$ cat src/rtl/axi_rd_arbiter_pkg.sv
// Shared types and helpers for the AXI read-port arbiter (axi_rd_arbiter).
// Optional watchdog in the top level is enabled with AXI_RD_ARB_WDOG_EN.
package axi_rd_arbiter_pkg;

    localparam logic [0:0] ST_IDLE = 1'b0;
    localparam logic [0:0] ST_HOLD = 1'b1;

    typedef struct packed {
        logic [63:0] data;
        logic        last;
        logic        exokay;
    } rd_arb_rsp_t;

    // Index width for a requester count; a single bit even for degenerate sizes.
    function automatic int arb_idx_w(input int n);
        return (n <= 2) ? 1 : $clog2(n);
    endfunction

    function automatic int rr_wrap(input int val, input int n);
        return (val >= n) ? (val - n) : val;
    endfunction

endpackage

$ cat src/rtl/axi_rd_arbiter_rr.sv
// Combinational round-robin picker: first eligible requester at or after ptr_i.
module axi_rd_arbiter_rr
    import axi_rd_arbiter_pkg::*;
#(
    parameter int NumReq = 2,
    parameter int IdxW   = 1
) (
    input  logic [NumReq-1:0] elig_i,
    input  logic [IdxW-1:0]   ptr_i,
    output logic [IdxW-1:0]   idx_o,
    output logic              valid_o
);

    logic [IdxW-1:0] cand;

    always_comb begin
        idx_o   = '0;
        valid_o = 1'b0;
        cand    = '0;
        for (int k = 0; k < NumReq; k++) begin
            cand = IdxW'(rr_wrap(int'(ptr_i) + k, NumReq));
            if (!valid_o && elig_i[cand]) begin
                valid_o = 1'b1;
                idx_o   = cand;
            end
        end
    end

endmodule

$ cat src/rtl/axi_rd_arbiter.sv
// Read-port arbiter sharing one axi_shim AR/R channel among NumReq refill requesters.
// Define AXI_RD_ARB_WDOG_EN to add the stalled-read watchdog driving err_o.
//
// state   | meaning
// --------+-------------------------------------------------------------
// IDLE    | arbitrate each cycle from rr_ptr, AR driven from the pick
// HOLD    | AR presented but not accepted, fields frozen on sel_q
module axi_rd_arbiter
    import axi_rd_arbiter_pkg::*;
#(
    parameter int          NumReq         = 2,
    parameter int          AxiIdWidth     = 4,
    parameter int          AxiNumWords    = 4,
    parameter int          MaxOutstanding = 2,
    parameter int unsigned WdogCycles     = 1024,
    localparam int         IdxW           = arb_idx_w(NumReq),
    localparam int         LocIdW         = AxiIdWidth - IdxW,
    localparam int         BLW            = ($clog2(AxiNumWords) > 0) ? $clog2(AxiNumWords) : 1,
    localparam int         CntW           = $clog2(MaxOutstanding + 1)
) (
    input  logic                             clk_i,
    input  logic                             rst_ni,
    input  logic                             clr_i,

    input  logic [NumReq-1:0]                req_rd_req_i,
    output logic [NumReq-1:0]                req_rd_gnt_o,
    input  logic [NumReq-1:0][63:0]          req_rd_addr_i,
    input  logic [NumReq-1:0][BLW-1:0]       req_rd_blen_i,
    input  logic [NumReq-1:0][1:0]           req_rd_size_i,
    input  logic [NumReq-1:0][LocIdW-1:0]    req_rd_id_i,
    input  logic [NumReq-1:0]                req_rd_rdy_i,
    output logic [NumReq-1:0]                req_rd_valid_o,
    output logic                             req_rd_last_o,
    output logic [63:0]                      req_rd_data_o,
    output logic [LocIdW-1:0]                req_rd_id_o,
    output logic                             req_rd_exokay_o,

    output logic                             rd_req_o,
    input  logic                             rd_gnt_i,
    output logic [63:0]                      rd_addr_o,
    output logic [BLW-1:0]                   rd_blen_o,
    output logic [1:0]                       rd_size_o,
    output logic [AxiIdWidth-1:0]            rd_id_o,
    output logic                             rd_lock_o,

    output logic                             rd_rdy_o,
    input  logic                             rd_valid_i,
    input  logic                             rd_last_i,
    input  logic [63:0]                      rd_data_i,
    input  logic [AxiIdWidth-1:0]            rd_id_i,
    input  logic                             rd_exokay_i,

    output logic                             err_o
);

    typedef struct packed {
        logic [63:0]       addr;
        logic [BLW-1:0]    blen;
        logic [1:0]        size;
        logic [LocIdW-1:0] id;
    } rd_arb_req_t;

    logic [0:0]                   state_q, state_d;
    logic [IdxW-1:0]              sel_q, sel_d;
    logic [IdxW-1:0]              rr_ptr_q, rr_ptr_d;
    logic [NumReq-1:0][CntW-1:0]  outst_q, outst_d;

    logic [NumReq-1:0]            elig;
    logic [IdxW-1:0]              pick_idx;
    logic                         pick_valid;
    logic [IdxW-1:0]              ar_idx;
    logic                         ar_valid;
    logic                         gnt_fire;
    rd_arb_req_t                  ar_sel;

    logic [IdxW-1:0]              owner;
    logic                         owner_ok;
    logic                         r_hs;
    logic                         r_last_hs;
    logic [NumReq-1:0]            cnt_inc;
    logic [NumReq-1:0]            cnt_dec;
    rd_arb_rsp_t                  rsp;

    always_comb begin
        for (int i = 0; i < NumReq; i++) begin
            elig[i] = req_rd_req_i[i] && (outst_q[i] < CntW'(MaxOutstanding));
        end
    end

    axi_rd_arbiter_rr #(
        .NumReq (NumReq),
        .IdxW   (IdxW)
    ) i_rr (
        .elig_i  (elig),
        .ptr_i   (rr_ptr_q),
        .idx_o   (pick_idx),
        .valid_o (pick_valid)
    );

    // HOLD freezes the AR channel on the latched owner until the shim accepts it.
    always_comb begin
        ar_valid = (state_q == ST_HOLD) ? 1'b1  : pick_valid;
        ar_idx   = (state_q == ST_HOLD) ? sel_q : pick_idx;
    end

    assign gnt_fire = ar_valid && rd_gnt_i;

    always_comb begin
        ar_sel = '0;
        if (ar_valid) begin
            ar_sel.addr = req_rd_addr_i[ar_idx];
            ar_sel.blen = req_rd_blen_i[ar_idx];
            ar_sel.size = req_rd_size_i[ar_idx];
            ar_sel.id   = req_rd_id_i[ar_idx];
        end
    end

    assign rd_req_o  = ar_valid;
    assign rd_addr_o = ar_sel.addr;
    assign rd_blen_o = ar_sel.blen;
    assign rd_size_o = ar_sel.size;
    assign rd_id_o   = {(ar_valid ? ar_idx : IdxW'(0)), ar_sel.id};
    assign rd_lock_o = 1'b0;

    always_comb begin
        req_rd_gnt_o = '0;
        if (gnt_fire) begin
            req_rd_gnt_o[ar_idx] = 1'b1;
        end
    end

    always_comb begin
        state_d  = state_q;
        sel_d    = sel_q;
        rr_ptr_d = rr_ptr_q;
        if (gnt_fire) begin
            state_d  = ST_IDLE;
            rr_ptr_d = IdxW'(rr_wrap(int'(ar_idx) + 1, NumReq));
        end else if ((state_q == ST_IDLE) && pick_valid) begin
            state_d = ST_HOLD;
            sel_d   = pick_idx;
        end
    end

    assign owner = rd_id_i[AxiIdWidth-1 -: IdxW];

    generate
        if ((1 << IdxW) == NumReq) begin : g_owner_full
            assign owner_ok = 1'b1;
        end else begin : g_owner_chk
            assign owner_ok = (int'(owner) < NumReq);
        end
    endgenerate

    // Beats for a non-existent owner are swallowed so the shim never stalls on them.
    always_comb begin
        req_rd_valid_o = '0;
        rd_rdy_o       = 1'b1;
        if (owner_ok) begin
            req_rd_valid_o[owner] = rd_valid_i;
            rd_rdy_o              = req_rd_rdy_i[owner];
        end
    end

    assign rsp             = '{data: rd_data_i, last: rd_last_i, exokay: rd_exokay_i};
    assign req_rd_data_o   = rsp.data;
    assign req_rd_last_o   = rsp.last;
    assign req_rd_exokay_o = rsp.exokay;
    assign req_rd_id_o     = rd_id_i[LocIdW-1:0];

    assign r_hs      = rd_valid_i && rd_rdy_o;
    assign r_last_hs = r_hs && rd_last_i && owner_ok;

    always_comb begin
        for (int i = 0; i < NumReq; i++) begin
            cnt_inc[i] = gnt_fire  && (ar_idx == IdxW'(i));
            cnt_dec[i] = r_last_hs && (owner  == IdxW'(i));
        end
    end

    // Decrement saturates so stale last beats after a clear cannot wrap a counter.
    always_comb begin
        for (int i = 0; i < NumReq; i++) begin
            outst_d[i] = outst_q[i];
            if (cnt_inc[i] && !cnt_dec[i]) begin
                outst_d[i] = outst_q[i] + CntW'(1);
            end else if (cnt_dec[i] && !cnt_inc[i] && (outst_q[i] != '0)) begin
                outst_d[i] = outst_q[i] - CntW'(1);
            end
        end
    end

    always_ff @(posedge clk_i or negedge rst_ni) begin
        if (!rst_ni) begin
            state_q  <= ST_IDLE;
            sel_q    <= '0;
            rr_ptr_q <= '0;
            outst_q  <= '0;
        end else if (clr_i) begin
            state_q  <= ST_IDLE;
            sel_q    <= '0;
            rr_ptr_q <= '0;
            outst_q  <= '0;
        end else begin
            state_q  <= state_d;
            sel_q    <= sel_d;
            rr_ptr_q <= rr_ptr_d;
            outst_q  <= outst_d;
        end
    end

`ifdef AXI_RD_ARB_WDOG_EN
    logic [31:0] wdog_q, wdog_d;
    logic        err_q, err_d;
    logic        any_outst;

    assign any_outst = |outst_q;

    always_comb begin
        wdog_d = wdog_q;
        err_d  = err_q;
        if (r_hs || !any_outst) begin
            wdog_d = '0;
        end else if (wdog_q != 32'hFFFF_FFFF) begin
            wdog_d = wdog_q + 32'd1;
        end
        if (wdog_d == WdogCycles) begin
            err_d = 1'b1;
        end
    end

    always_ff @(posedge clk_i or negedge rst_ni) begin
        if (!rst_ni) begin
            wdog_q <= '0;
            err_q  <= 1'b0;
        end else if (clr_i) begin
            wdog_q <= '0;
            err_q  <= 1'b0;
        end else begin
            wdog_q <= wdog_d;
            err_q  <= err_d;
        end
    end

    assign err_o = err_q;
`else
    assign err_o = 1'b0;
`endif

endmodule
$ cat config.mk
export PLATFORM = sky130hd
export DESIGN_NAME = axi_rd_arbiter
export DESIGN_NICKNAME = d
export VERILOG_FILES = /design/src/rtl/axi_rd_arbiter_pkg.sv /design/src/rtl/axi_rd_arbiter_rr.sv /design/src/rtl/axi_rd_arbiter.sv
export SDC_FILE = /design/constraint.sdc
export NUM_CORES = 1
export LEC_CHECK = 0
export CAP_MARGIN = 0
export CORE_AREA = 2 2 142 144
export CTS_BUF_LIST = sky130_fd_sc_hd__clkbuf_16
export CTS_CLUSTER_SIZE = 30
export DETAILED_ROUTE_END_ITERATION = 10
export DIE_AREA = 0 0 144 146
export HOLD_SLACK_MARGIN = 0.15
export PLACE_DENSITY = 0.58
export SETUP_SLACK_MARGIN = 0.1
export SLEW_MARGIN = 15
export SYNTH_ARGS = -nofsm -noshare
export SYNTH_HDL_FRONTEND = slang
export SYNTH_SLANG_ARGS = --single-unit
$ cat constraint.sdc
create_clock -name clk_i -period 2.4 [get_ports clk_i]
set_clock_uncertainty 0.15 [all_clocks]
set_input_delay 0.48 -clock clk_i [delete_from_list [all_inputs] [get_ports clk_i]]
set_output_delay 0.48 -clock clk_i [all_outputs]
set_load 0.005 [all_outputs]
==> Word level (Yosys, flattened, before mapping) <==
Index checks and enable logic that the tools add are counted.
{ "totals": {"register_bits": 7, "latchBits": 0, "mem_bits_rw": 0, "mem_bits_ro": 0, "word_cells": 105, "mem_count": 0} }
{ "classes": {"add_sub_neg": 9, "multipliers": 0, "div": 0, "order_cmp": 11, "n_eq_ne": 1, "n_shift": 0, "mux": 43, "n_bitwise": 4, "n_reduce_logical": 32} }
{ "op_table": {"columns": ["cell", "count"], "rows": [
  ["$mux W64", 2],
  ["$mux W71", 1],
  ["$mux W1", 26],
  ["$logic_and A1 B1 Y1", 19],
  ["$mux W2", 9],
  ["$reduce_bool A3 Y1", 3],
  ["$lt A1 B2 Y1 const B", 4],
  ["$reduce_bool A2 Y1", 4],
  ["$mux W3", 2],
  ["$logic_not A1 Y1", 5],
  ["$add A1 B1 Y2 const B", 2],
  ["$add A2 B1 Y2 const B", 2],
  ["$ge A2 B2 Y1 const B", 2],
  ["$lt A2 B2 Y1 const B", 2],
  ["$mux W4", 1],
  ["$sub A2 B1 Y2 const B", 2],
  ["$not A1 Y1", 3],
  ["$sub A1 B1 Y1 const B", 3],
  ["$and A2 B2 Y2", 1],
  ["$demux W1 S1", 2],
  ["$ge A1 B1 Y1 const B", 2],
  ["$ge A1 B2 Y1 const B", 1],
  ["$ne A2 B2 Y1 const B", 1],
  ["$reduce_and A2 Y1", 1]
]} }

==> Longest topological paths before layout <==
Gate-level depths: netlist of run 1.
{ "depth": {"word_depth": 17, "mapped_depth": 7, "ltp_nobuf": 6} }

==> Hierarchy <==
Synthesis of run 1 repeated with hierarchy kept, for this count alone.
{ "hier_totals": {"cells_unflattened": 365, "hier_area_um2": 2074.5} }
{ "by_module_without_submodules": {"columns": ["module", "instances", "cells_per_inst", "area_each_um2", "seq_area_each_um2"], "rows": [
  ["axi_rd_arbiter", 1, 362, 2057.0, 175.2],
  ["axi_rd_arbiter_rr", 1, 3, 17.5, 0.0]
]} }

==> Worst setup path after synthesis of run 1 <==
No wires, ideal clock.
{ "synth_path": {"path_kind": "input to output", "start": "input port req_rd_req_i[0]", "end": "output port rd_addr_o[10]", "arrival_ps": 1477, "required_ps": 1770, "slack_ps": 293, "path_stages": 7, "n_path_buf": 2, "path_cell_list": "nor3b_2 -> o31a_4 -> inv_2 -> buf_6 -> buf_6 -> nand2_1 -> a21oi_1"} }
{ "synth_between": {"elab_chain_cells": 11} }
{ "synth_rtl": {"columns": ["element", "line", "text"], "rows": [
  ["from (decl)", "axi_rd_arbiter.sv:25", "input logic [NumReq-1:0] req_rd_req_i,"],
  ["$logic_and A1 B1 Y1 (*)", "axi_rd_arbiter.sv:86", "elig[i] = req_rd_req_i[i] && (outst_q[i] < CntW'(MaxOutstanding));"],
  ["$mux W1 (implied by the code) (2 in series)", "axi_rd_arbiter_rr.sv:22", "if (!valid_o && elig_i[cand]) begin"],
  ["$mux W1", "axi_rd_arbiter_rr.sv:22", null],
  ["$logic_not A1 Y1", "axi_rd_arbiter_rr.sv:22", null],
  ["$logic_and A1 B1 Y1", "axi_rd_arbiter_rr.sv:22", null],
  ["$mux W1", "axi_rd_arbiter_rr.sv:22", null],
  ["$mux W1", "axi_rd_arbiter.sv:103", "ar_idx = (state_q == ST_HOLD) ? sel_q : pick_idx;"],
  ["$mux W64 (implied by the code) (2 in series)", "axi_rd_arbiter.sv:111", "ar_sel.addr = req_rd_addr_i[ar_idx];"],
  ["$mux W71 (*)", "axi_rd_arbiter.sv:110", "if (ar_valid) begin"],
  ["to (decl)", "axi_rd_arbiter.sv:40", "output logic [63:0] rd_addr_o,"]
]} }
Mark *: on every way between the ends. The rest lies on a longest branch, timed or not. The select of a mux whose other input is x is not followed.

==> Worst setup path after layout of run 1 <==
{ "layout_path": {"start": "register outst_q[3] (netlist name)", "end": "output port rd_addr_o[59]"} }
{ "layout_between": {"elab_chain_cells": 12} }
{ "layout_rtl": {"columns": ["element", "line", "text"], "rows": [
  ["from (decl)", "axi_rd_arbiter.sv:66", "logic [NumReq-1:0][CntW-1:0] outst_q, outst_d;"],
  ["from (signal assigned)", "axi_rd_arbiter.sv:208", "outst_q <= outst_d;"],
  ["$lt A2 B2 Y1 (*)", "axi_rd_arbiter.sv:86", null],
  ["$logic_and A1 B1 Y1 (*)", "axi_rd_arbiter.sv:86", null],
  ["$mux W1 (implied by the code) (2 in series)", "axi_rd_arbiter_rr.sv:22", null],
  ["$mux W1", "axi_rd_arbiter_rr.sv:22", null],
  ["$logic_not A1 Y1", "axi_rd_arbiter_rr.sv:22", null],
  ["$logic_and A1 B1 Y1", "axi_rd_arbiter_rr.sv:22", null],
  ["$mux W1", "axi_rd_arbiter_rr.sv:22", null],
  ["$mux W1", "axi_rd_arbiter.sv:103", null],
  ["$mux W64 (implied by the code) (2 in series)", "axi_rd_arbiter.sv:111", null],
  ["$mux W71 (*)", "axi_rd_arbiter.sv:110", null]
]} }
Marked as above.

==> results of run 1 <==
[final timing paths]
check,startpoint,endpoint,slack (ns),cells past startpoint
worst max register to register,outst_q[3]$_DFFE_PN0P_,outst_q[3]$_DFFE_PN0P_,0.08,9
worst min register to register,sel_q$_DFFE_PN0P_,sel_q$_DFFE_PN0P_,0.38,2
max in group asynchronous,rst_ni,outst_q[3]$_DFFE_PN0P_,1.46,1
worst min-delay path,rst_ni,outst_q[0]$_DFFE_PN0P_,0.38,1
worst max-delay path,outst_q[3]$_DFFE_PN0P_,rd_addr_o[59],-0.21,10
min in group clk_i,sel_q$_DFFE_PN0P_,sel_q$_DFFE_PN0P_,0.38,2
[kinds of logic (layout without fill, tap and decap cells)]
| kind of cell | Yosys count | after routing | synth area share, % |
|---|---|---|---|
| multiplexers | 2 | 2 | 1.07 |
| AO/OA/AOI/OAI | 84 | 84 | 21.8 |
| flip-flops | 7 | 7 | 8.33 |
| AND/OR/NAND/NOR | 169 | 169 | 34.4 |
| buffers and inverters | 101 | 340 | 34.2 |
| other | 1 | 2 | 0.178 |
[layer usage]
| metal | vias to the layer above | part of all wire, % |
|---|---|---|
| met2 | 219 | 51 |
| li1 | 1591 | - |
| met4 | 0 | 0.86 |
| met3 | 9 | 12 |
| met5 | - | 0 |
| met1 | 1553 | 35 |
[synthesized netlist by cell type, types with 3 or more instances]
library cell / count
a21oi_1: 73
buf_2: 11
buf_4: 71
buf_6: 8
clkbuf_1: 5
dfrtp_1: 7
inv_1: 3
nand2_1: 148
nor2_1: 3
nor2b_1: 4
nor3_1: 3
nor3_4: 3
[what timing repair did]
action | in CTS | in global routing
setup endpoints to repair | 83 | 79
cloned | 11 | 0
gates resized for setup | 470 | 140
setup buffers | 51 | 13
pin swaps | 64 | 82
[report_power, final]
part           leakage, uW  switching (uW)  internal, uW
combinational      0.00253             588           851
sequential       0.0000942            8.78           126
clock            0.0000423            68.2           217
total              0.00266             665          1190
[per-stage QoR]
step	cell area, um^2	setup TNS (ns)	utilization, %
floorplan	2110	0	-
CTS	5360	-7.20	27.7
detailed placement	4350	-67.22	22.5
global route	5900	-14.41	30.5
global placement	4350	-63.68	22.5
finish	5900	-9.87	30.5
[state kept, by name, summed over array words and instances (netlist names)]
name,cells
sel_q,1
rr_ptr_q,1
state_q,1
outst_q,4
[final cells by class]
type / count / area, um^2
clock buffers: 3 / 75.1
fillers: 2093 / 13400
repair buffers: 331 / 3300
flip-flops and latches: 7 / 175
inverters: 5 / 28.8
clock inverters: 1 / 3.75
multi-input cells: 257 / 1990
well taps: 265 / 332
[worst register-to-register path: cells and delay by family, from the launching register on]
family          cells  cell delay, ns
compound gates      2            0.50
buf+inv             4            0.55
flops               1            0.40
mux                 1            0.31
simple gates        2            0.30
==> metrics.txt, run 1 <==
status finished, violations left; failing checks setup timing; Top FF cell, synth dfrtp_1; detailed-route via count 3,372; Final period util 109%; Pleak 0.00266 uW; vias in the first global route 3,276; slowest cell on the critical path dfrtp_1; Crit path max-delay family buffers and inverters; Non-Filler Instances 869; Core Region 19,300 um^2; Top Ports 370; Power Density 315 nW/um^2; fin worst setup slack -0.213 ns; RSZ-0062 raised after global routing yes; Port Buf Inserts 231; nets@finish 826; hold slack 0.377 ns; H-tree levels 1; total grt overflow 0; share of cells above drive strength 1 59.3%; data arrival time of the worst path 1.98 ns; Hold Vio Cnt, Final 0; Root Driver clkbuf_16; Pwr Total 1860 uW; kind of critical path reg -> out; initial antenna violation count 0; All-Layer GR Usage 12.5%; Sink Count 7; Avg Cell Area, Syn 5.78 um^2; most common cell after layout, fill and taps aside clkdlybuf4s50_1; Distinct cells, synth 32; GRT met2 Usage 23.0%; highest clock rate 383 MHz; clock buffer depth 2; worst hold path type in -> async; CTS clk-pin slew, worst paths 0.04 ns; Skew-Pair Late Insertion Delay 0.23 ns; Synth Warn # 0; CP max stage delay 0.40 ns; Top cell by count, worst path buf_12; synthesized cell area 2100 um^2; Post-synth EDFFs 0; routed len/inst 17.2 um; vias per cell 3.88; CP Buf/Inv Count 6; Layout area overhead 181%; critical path cell sequence nand2b_4, o31a_4, inv_8, buf_12, buf_12, buf_16, buf_6, nand2_4, a21oi_2, buf_2; dpl hpwl 9780 um; largest net degree at the start of global routing 26; post-cts hold buffer count 0; final-report setup violation count 73; DR pass1 iterations 4; die footprint 21,000 um^2; Starting Density 10.9%; Synth area leaders nand2_1 (26%), buf_4 (25%), a21oi_1 (17%), dfrtp_1 (8.3%), buf_6 (4.3%); cell row count 51; DRC 0; TritonCTS clock tree built; peak supply drop 0.230 mV; Crit. End Element output pin; FFs w/ async S/R, synth 100%; Synth Register Bits 7; Num CTS Buffers 3; critical path data required time 1.77 ns; cell taking the most area after synthesis nand2_1; CP max FO 6; max-slew violations 0; Diodes inserted 0; max-cap viol count 0; met1 Track Usage GR 13.8%; Setup WS pre-CTS -0.918 ns; global-route wire length before repair 19,800 um; Routed WL 15,000 um; Cells after DPL 797; drt initial violations 64; Tmin final 2.61 ns; GP Congestion 0.749; antenna-violating nets left 0; cells after synthesis 364; Vert. Die Dim 146 um; Die Span X 144 um; GRT met3 Usage 5.30%; grt peak-use layer met2; Seq/Total Area, Yosys 8.33%; Setup crit start kind register; share of the synthesized area in the top cell type 26.4%; most frequent cells in the layout clkdlybuf4s50_1 (151), buf_2 (71), a21oi_2 (60)
(Power assumes the default switching activity.)
==> inputs of run 2 (changes only) <==
ABC_AREA = 1   (was default)
CORE_AREA = 2 2 144 146   (was 2 2 142 144)
DIE_AREA = 0 0 146 148   (was 0 0 144 146)
==> run 2 against run 1 <==
Effect of this change:
- first-iteration DRC count rose by 34%
- global-route usage fell by 0.63 points
- maximum frequency rose by 7.9%
- critical path type is now in -> out
- the flow still finishes with violations (setup timing)
- hold slack got worse by 0.0058 ns
- non-clock buffer count fell by 3
==> metrics.txt, run 2 <==
status finished, violations left; failing checks setup timing; TritonCTS clock tree built; grt peak-use layer met2; Setup crit start kind input pin; Skew-Pair Late Insertion Delay 0.23 ns (about the same); RSZ-0062 raised after global routing yes; CTS clk-pin slew, worst paths 0.04 ns (about the same); routed len/inst 17.5 um (+1.8%); drt initial violations 86 (+34%); dpl hpwl 9530 um (-2.5%); Reg power frac 5.1% (-2.1 points); Post-synth EDFFs 0 (unchanged); Top Ports 370 (unchanged); vias in the first global route 3,136 (-4.3%); initial antenna violation count 0 (unchanged); Crit. End Element output pin; cell taking the most area after synthesis nor2_1; share of cells above drive strength 1 50.2% (-9.0 points); Core Region 20,000 um^2 (+3.6%); Switch Pwr 1240 uW (+86%); Routed WL 15,800 um (+5.3%); vias per cell 3.72 (-4.1%); max-cap viol count 0 (unchanged); cell row count 52 (+2.0%); CP Buf/Inv Count 7 (+1); Synth Warn # 0 (unchanged); highest clock rate 413 MHz (+7.9%); clock power share 9.2% (-6.1 points); combinational share of power 85.7% (+8.3 points); Distinct cells, synth 23 (-28%); fin worst setup slack -0.0219 ns (+0.191 ns); synthesized cell area 2140 um^2 (+2.0%); hold slack 0.372 ns (-0.00581 ns); H-tree levels 1 (unchanged); data arrival time of the worst path 1.79 ns (-0.19 ns); Sink Count 7 (unchanged); Starting Density 10.7% (-0.18 points); Vert. Die Dim 148 um (+1.4%); FFs w/ async S/R, synth 100% (unchanged); All-Layer GR Usage 11.9% (-0.63 points); WP depth 12 (+2); switching share of power 40.9% (+5.1 points); synth cell count leaders nor2_1 (155), buf_4 (73), o21ai_0 (72); share of the synthesized area in the top cell type 27.1% (+0.72 points); most common cell in the synthesized netlist nor2_1; critical path data required time 1.77 ns (about the same); kind of critical path in -> out; peak supply drop 0.288 mV (+25%); P_int 1790 uW (+50%); Seq/Total Area, Yosys 8.17% (-0.16 points); detailed-route via count 3,345 (-0.80%); Diodes inserted 0 (unchanged); final-report setup violation count 1 (-99%); DR pass1 iterations 4 (unchanged); worst hold path type in -> async; cells after synthesis 390 (+7.1%); worst-case reg-to-reg path depth 11 (+2); most frequent cells in the layout clkdlybuf4s50_1 (152), nor2_1 (85), buf_2 (66); dpl cell area 4350 um^2 (about the same); GP Congestion 0.792 (+5.7%); critical path cell sequence clkdlybuf4s15_2, nand2_4, inv_4, nand3_4, nand2_8, buf_12, buf_16, buf_12, buf_6, o21ai_2, nor2_1, buf_2; DRC 0 (unchanged); clock buffer depth 2 (unchanged); Top FF cell, synth dfrtp_1; Reg with most FFs outst_q; Avg Cell Area, Syn 5.50 um^2 (-4.8%); total grt overflow 0 (unchanged); CP max stage delay 0.19 ns (-0.21 ns); Crit path max-delay family buffers and inverters; most common cell after layout, fill and taps aside clkdlybuf4s50_1; Hold Vio Cnt, Final 0 (unchanged); antenna-violating nets left 0 (unchanged); Layout area overhead 169%; total negative slack -0.0219 ns (+9.85 ns); Port Buf Inserts 231 (unchanged); met1 Track Usage GR 13.6% (-0.13 points); R2R Setup Slk 0.43 ns (+0.35 ns); nets@finish 851 (+3.0%); Top cell by count, worst path buf_12; Pleak 0.00250 uW (-6.1%); GRT met2 Usage 20.6% (-2.4 points); max reg flops 4 (unchanged); post-cts hold buffer count 0 (unchanged); Synth Register Bits 7 (unchanged); Tmin final 2.42 ns (-0.191 ns); CP max FO 6 (unchanged); die footprint 21,600 um^2 (+2.8%); Synth area leaders nor2_1 (27%), buf_4 (26%), o21ai_0 (17%), dfrtp_1 (8.2%), nand2_1 (3.2%); Power Density 524 nW/um^2 (+66%); Num CTS Buffers 3 (unchanged); post-route design area 5780 um^2 (-2.2%); largest net degree at the start of global routing 39 (+50%); slowest cell on the critical path clkdlybuf4s15_2; GRT met3 Usage 4.94% (-0.36 points); Final period util 101% (-7.9 points); max-slew violations 0 (unchanged); Die Span X 146 um (+1.4%); global-route wire length before repair 19,700 um (-0.31%); Root Driver clkbuf_16
==> run 2: kinds of logic (layout without fill, tap and decap cells) <==
family	after synthesis	after routing	synth area share [%]
other	1	2	0.175
flip-flops	7	7	8.17
AO/OA/AOI/OAI	76	76	18.2
buffers and inverters	109	347	34.8
AND/OR/NAND/NOR	197	197	38.7
==> run 2: final timing paths <==
kind | startpoint | endpoint
min in group clk_i | outst_q[2]$_DFFE_PN0P_ | outst_q[2]$_DFFE_PN0P_
max in group asynchronous | rst_ni | outst_q[1]$_DFFE_PN0P_
max reg2reg | state_q$_DFFE_PN0P_ | outst_q[1]$_DFFE_PN0P_
max | req_rd_req_i[1] | rd_addr_o[54]
min | rst_ni | rr_ptr_q$_DFFE_PN0N_
min reg2reg | outst_q[2]$_DFFE_PN0P_ | outst_q[2]$_DFFE_PN0P_
==> run 2: metal layers <==
metal  vias up  part of all wire [%]
met2       154                    49
met5         -                     0
met1      1507                    39
met4         0                   2.3
li1       1648                     -
met3        36                   9.5
==> run 2: final cells by class <==
class / count / area (um^2)
Fill cell: 2196 / 14300
Timing Repair Buffer: 328 / 3290
Multi-Input combinational cell: 275 / 1840
Tap cell: 270 / 338
Sequential cell: 7 / 175
Clock buffer: 3 / 75.1
Inverter: 15 / 58.8
Clock inverter: 1 / 3.75
==> run 2: worst register-to-register path, cell delays in order (launching register included) <==
cell and delay (ns):
dfrtp_1 0.37, inv_2 0.08, or2_4 0.28, nand2_8 0.12, buf_6 0.14, clkbuf_16 0.18, buf_4 0.14, nand2_1 0.06
nand2_1 0.08, nand3_1 0.09, nor2_1 0.11, nor2_1 0.06
==> run 2: power groups by stage <==
stage	Clock, uW	Sequential (uW)	Combinational (uW)
floorplan	0	153	713
finish	279	154	2590
global placement	0	153	1630
global route	296	158	2790
detailed placement	0	155	1640
CTS	286	154	2130
==> run 2: stage by stage <==
stage,total power [uW],util [%],setup WS [ns],cells
3_5_place_dp,1790,21.7,-0.592,820
4_1_cts,2570,25.5,-0.0962,864
2_1_floorplan,867,-,0.596,391
6_report,3020,28.8,-0.0219,899
5_1_grt,3250,28.8,-0.105,899
3_3_place_gp,1790,21.7,-0.601,820
==> run 2: timing repair <==
action	4_1_cts	5_1_grt
endpoints found under the setup margin	76	76
resized for setup	358	228
cloned	10	7
setup buffers	30	33
pin swaps	19	58
==> inputs of run 3 (changes only) <==
CTS_CLUSTER_SIZE = default   (was 30)
SKIP_LAST_GASP = 1   (was default)
==> run 3 against run 2 <==
Effect of this change:
- the run still ends with setup timing left
- total power decreased by 0.60%
- critical path depth down 2
- clock power up 1%
- hold slack worse by 0.00068 ns
- wire length is 0.74% lower
- non-clock buffer count grew 7
- design area is 0.61% lower
- maximum frequency shrank 0.92%
- register-to-register slack got worse by 0.06 ns
- combinational power about the same
- cell count grew 0.78%
- critical path type is now reg -> out
- highest routed layer unchanged
==> metrics.txt, run 3 (same netlist as run 2, synthesis figures left out) <==
max reg flops 4 (unchanged); R2R Setup Slk 0.37 ns (-0.06 ns); Cells after DPL 820 (unchanged); DRC 0 (unchanged); RR Startpoint outst_q[1]$_DFFE_PN0P_; Power Density 524 nW/um^2 (about the same); GP Congestion 0.792 (unchanged); Crit. End Element output pin; most frequent cells in the layout clkdlybuf4s50_1 (153), nor2_1 (93), buf_2 (57); Routed WL 15,600 um (-0.74%); share of cells above drive strength 1 49.1% (-1.2 points); max-cap viol count 0 (unchanged); total negative slack -0.210 ns (-0.188 ns); largest net degree at the start of global routing 39 (unchanged); vias per cell 3.71 (-0.18%); total grt overflow 0 (unchanged); Final period util 102% (+0.94 points); worst hold path type in -> async; nets@finish 858 (+0.82%); Reg with most FFs outst_q; Pwr Total 3010 uW (-0.60%); post-cts hold buffer count 0 (unchanged); cell row count 52 (unchanged); data arrival time of the worst path 1.81 ns (+0.02 ns); Vert. Die Dim 148 um (unchanged); Hold Vio Cnt, Final 0 (unchanged); critical path data required time 1.77 ns (about the same); kind of critical path reg -> out; Sink Count 7 (unchanged); clock buffer depth 2 (unchanged); Setup crit start kind register; initial antenna violation count 0 (unchanged); RSZ-0062 raised after global routing yes; peak supply drop 0.291 mV (+0.80%); Diodes inserted 0 (unchanged); All-Layer GR Usage 11.9% (-0.039 points); antenna-violating nets left 0 (unchanged); Core Region 20,000 um^2 (unchanged); highest clock rate 409 MHz (-0.92%); global-route wire length before repair 19,700 um (-0.25%); worst-case reg-to-reg path depth 14 (+3); Top Ports 370 (unchanged); fin worst setup slack -0.0443 ns (-0.0225 ns); detailed-route via count 3,365 (+0.60%); max-slew violations 0 (unchanged); dpl hpwl 9530 um (unchanged); vias in the first global route 3,155 (+0.61%); Setup WS pre-CTS -0.592 ns (unchanged); routed len/inst 17.3 um (-1.5%); final-report setup violation count 8 (+7); R2R Path End outst_q[1]$_DFFE_PN0P_; drt initial violations 83 (-3.5%); die footprint 21,600 um^2 (unchanged); H-tree levels 1 (unchanged); DR pass1 iterations 4 (unchanged); CTS clk-pin slew, worst paths 0.04 ns (about the same); Root Driver clkbuf_16; Tmin final 2.44 ns (+0.0225 ns); Starting Density 10.7% (unchanged); CP max FO 6 (unchanged); status finished, violations left; TritonCTS clock tree built; most common cell after layout, fill and taps aside clkdlybuf4s50_1; failing checks setup timing; Layout area overhead 168%; Skew-Pair Late Insertion Delay 0.23 ns (about the same); Pleak 0.00252 uW (+0.72%); Non-Filler Instances 906 (+0.78%); Die Span X 146 um (unchanged); fill count 2,205 (+0.41%); Num CTS Buffers 3 (unchanged); Port Buf Inserts 231 (unchanged)
[run 3: changes by cell type in the layout (fill, tap and decap cells not counted), moves of 3 or more]
cell      change
buf_4        +18
buf_6        -13
buf_2         -9
nor2_1        +8
clkbuf_2      +6
nor2_4        -6
buf_12        +5
o21ai_0       -3
o21ai_1       +3
[run 3: worst max path at each step]
stage	from	depth (start not counted)	slack (ns)	endpoint
final	outst_q[1]$_DFFE_PN0P_	10	-0.04	rd_addr_o[60]
after global placement	req_rd_req_i[0]	9	-0.60	rd_addr_o[43]
after floorplan	req_rd_req_i[1]	8	0.60	rd_addr_o[8]
after global routing	outst_q[1]$_DFFE_PN0P_	10	-0.14	rd_addr_o[60]
after detailed placement	req_rd_req_i[1]	9	-0.59	rd_addr_o[17]
after CTS	state_q$_DFFE_PN0P_	7	-0.1	rd_addr_o[20]
[run 3: timing repair]
action / in CTS / in global routing
buffers inserted: 30 / 42
pin swaps: 16 / 57
setup endpoints to repair: 76 / 77
cloned: 10 / 7
resized for setup: 312 / 237
[run 3: power breakdown]
group          internal [uW]  total (uW)  switching, uW
Clock                    217         283           65.8
Sequential               138         154           16.4
Combinational           1430        2570           1140
[run 3: layer usage]
metal	wire length, um	vias to the layer above	global-route usage [%]
met5	0	-	0
met4	341	0	3.01
li1	-	1659	-
met3	1490	30	5.31
met2	7580	151	20.6
met1	6220	1525	13.3
[run 3: critical path: stages (launching register included)]
cell           delay (ns)
dfrtp_1              0.40
inv_2                0.09
nand3_4              0.09
nand3_4              0.10
nand2_8              0.08
buf_12               0.14
buf_16               0.14
buf_12               0.12
o21ai_1              0.11
nor2_1               0.04
dlygate4sd2_1        0.25
[run 3: area by class of cell]
cell class / instances / area (um^2) / area share, %
multi-input cells: 275 / 1780 / 31.1
clock inverters: 1 / 3.75 / 0.0654
clock buffers: 3 / 75.1 / 1.31
flip-flops and latches: 7 / 175 / 3.05
well taps: 270 / 338 / 5.88
repair buffers: 335 / 3310 / 57.6
inverters: 15 / 58.8 / 1.02
[run 3: per-stage QoR]
step	hold WS, ns	area [um^2]	utilization [%]
after floorplan	0.0344	2150	-
after global placement	0.400	4350	21.7
after detailed placement	0.409	4350	21.7
after CTS	0.385	5110	25.5
after global routing	0.400	5740	28.6
final	0.371	5740	28.6
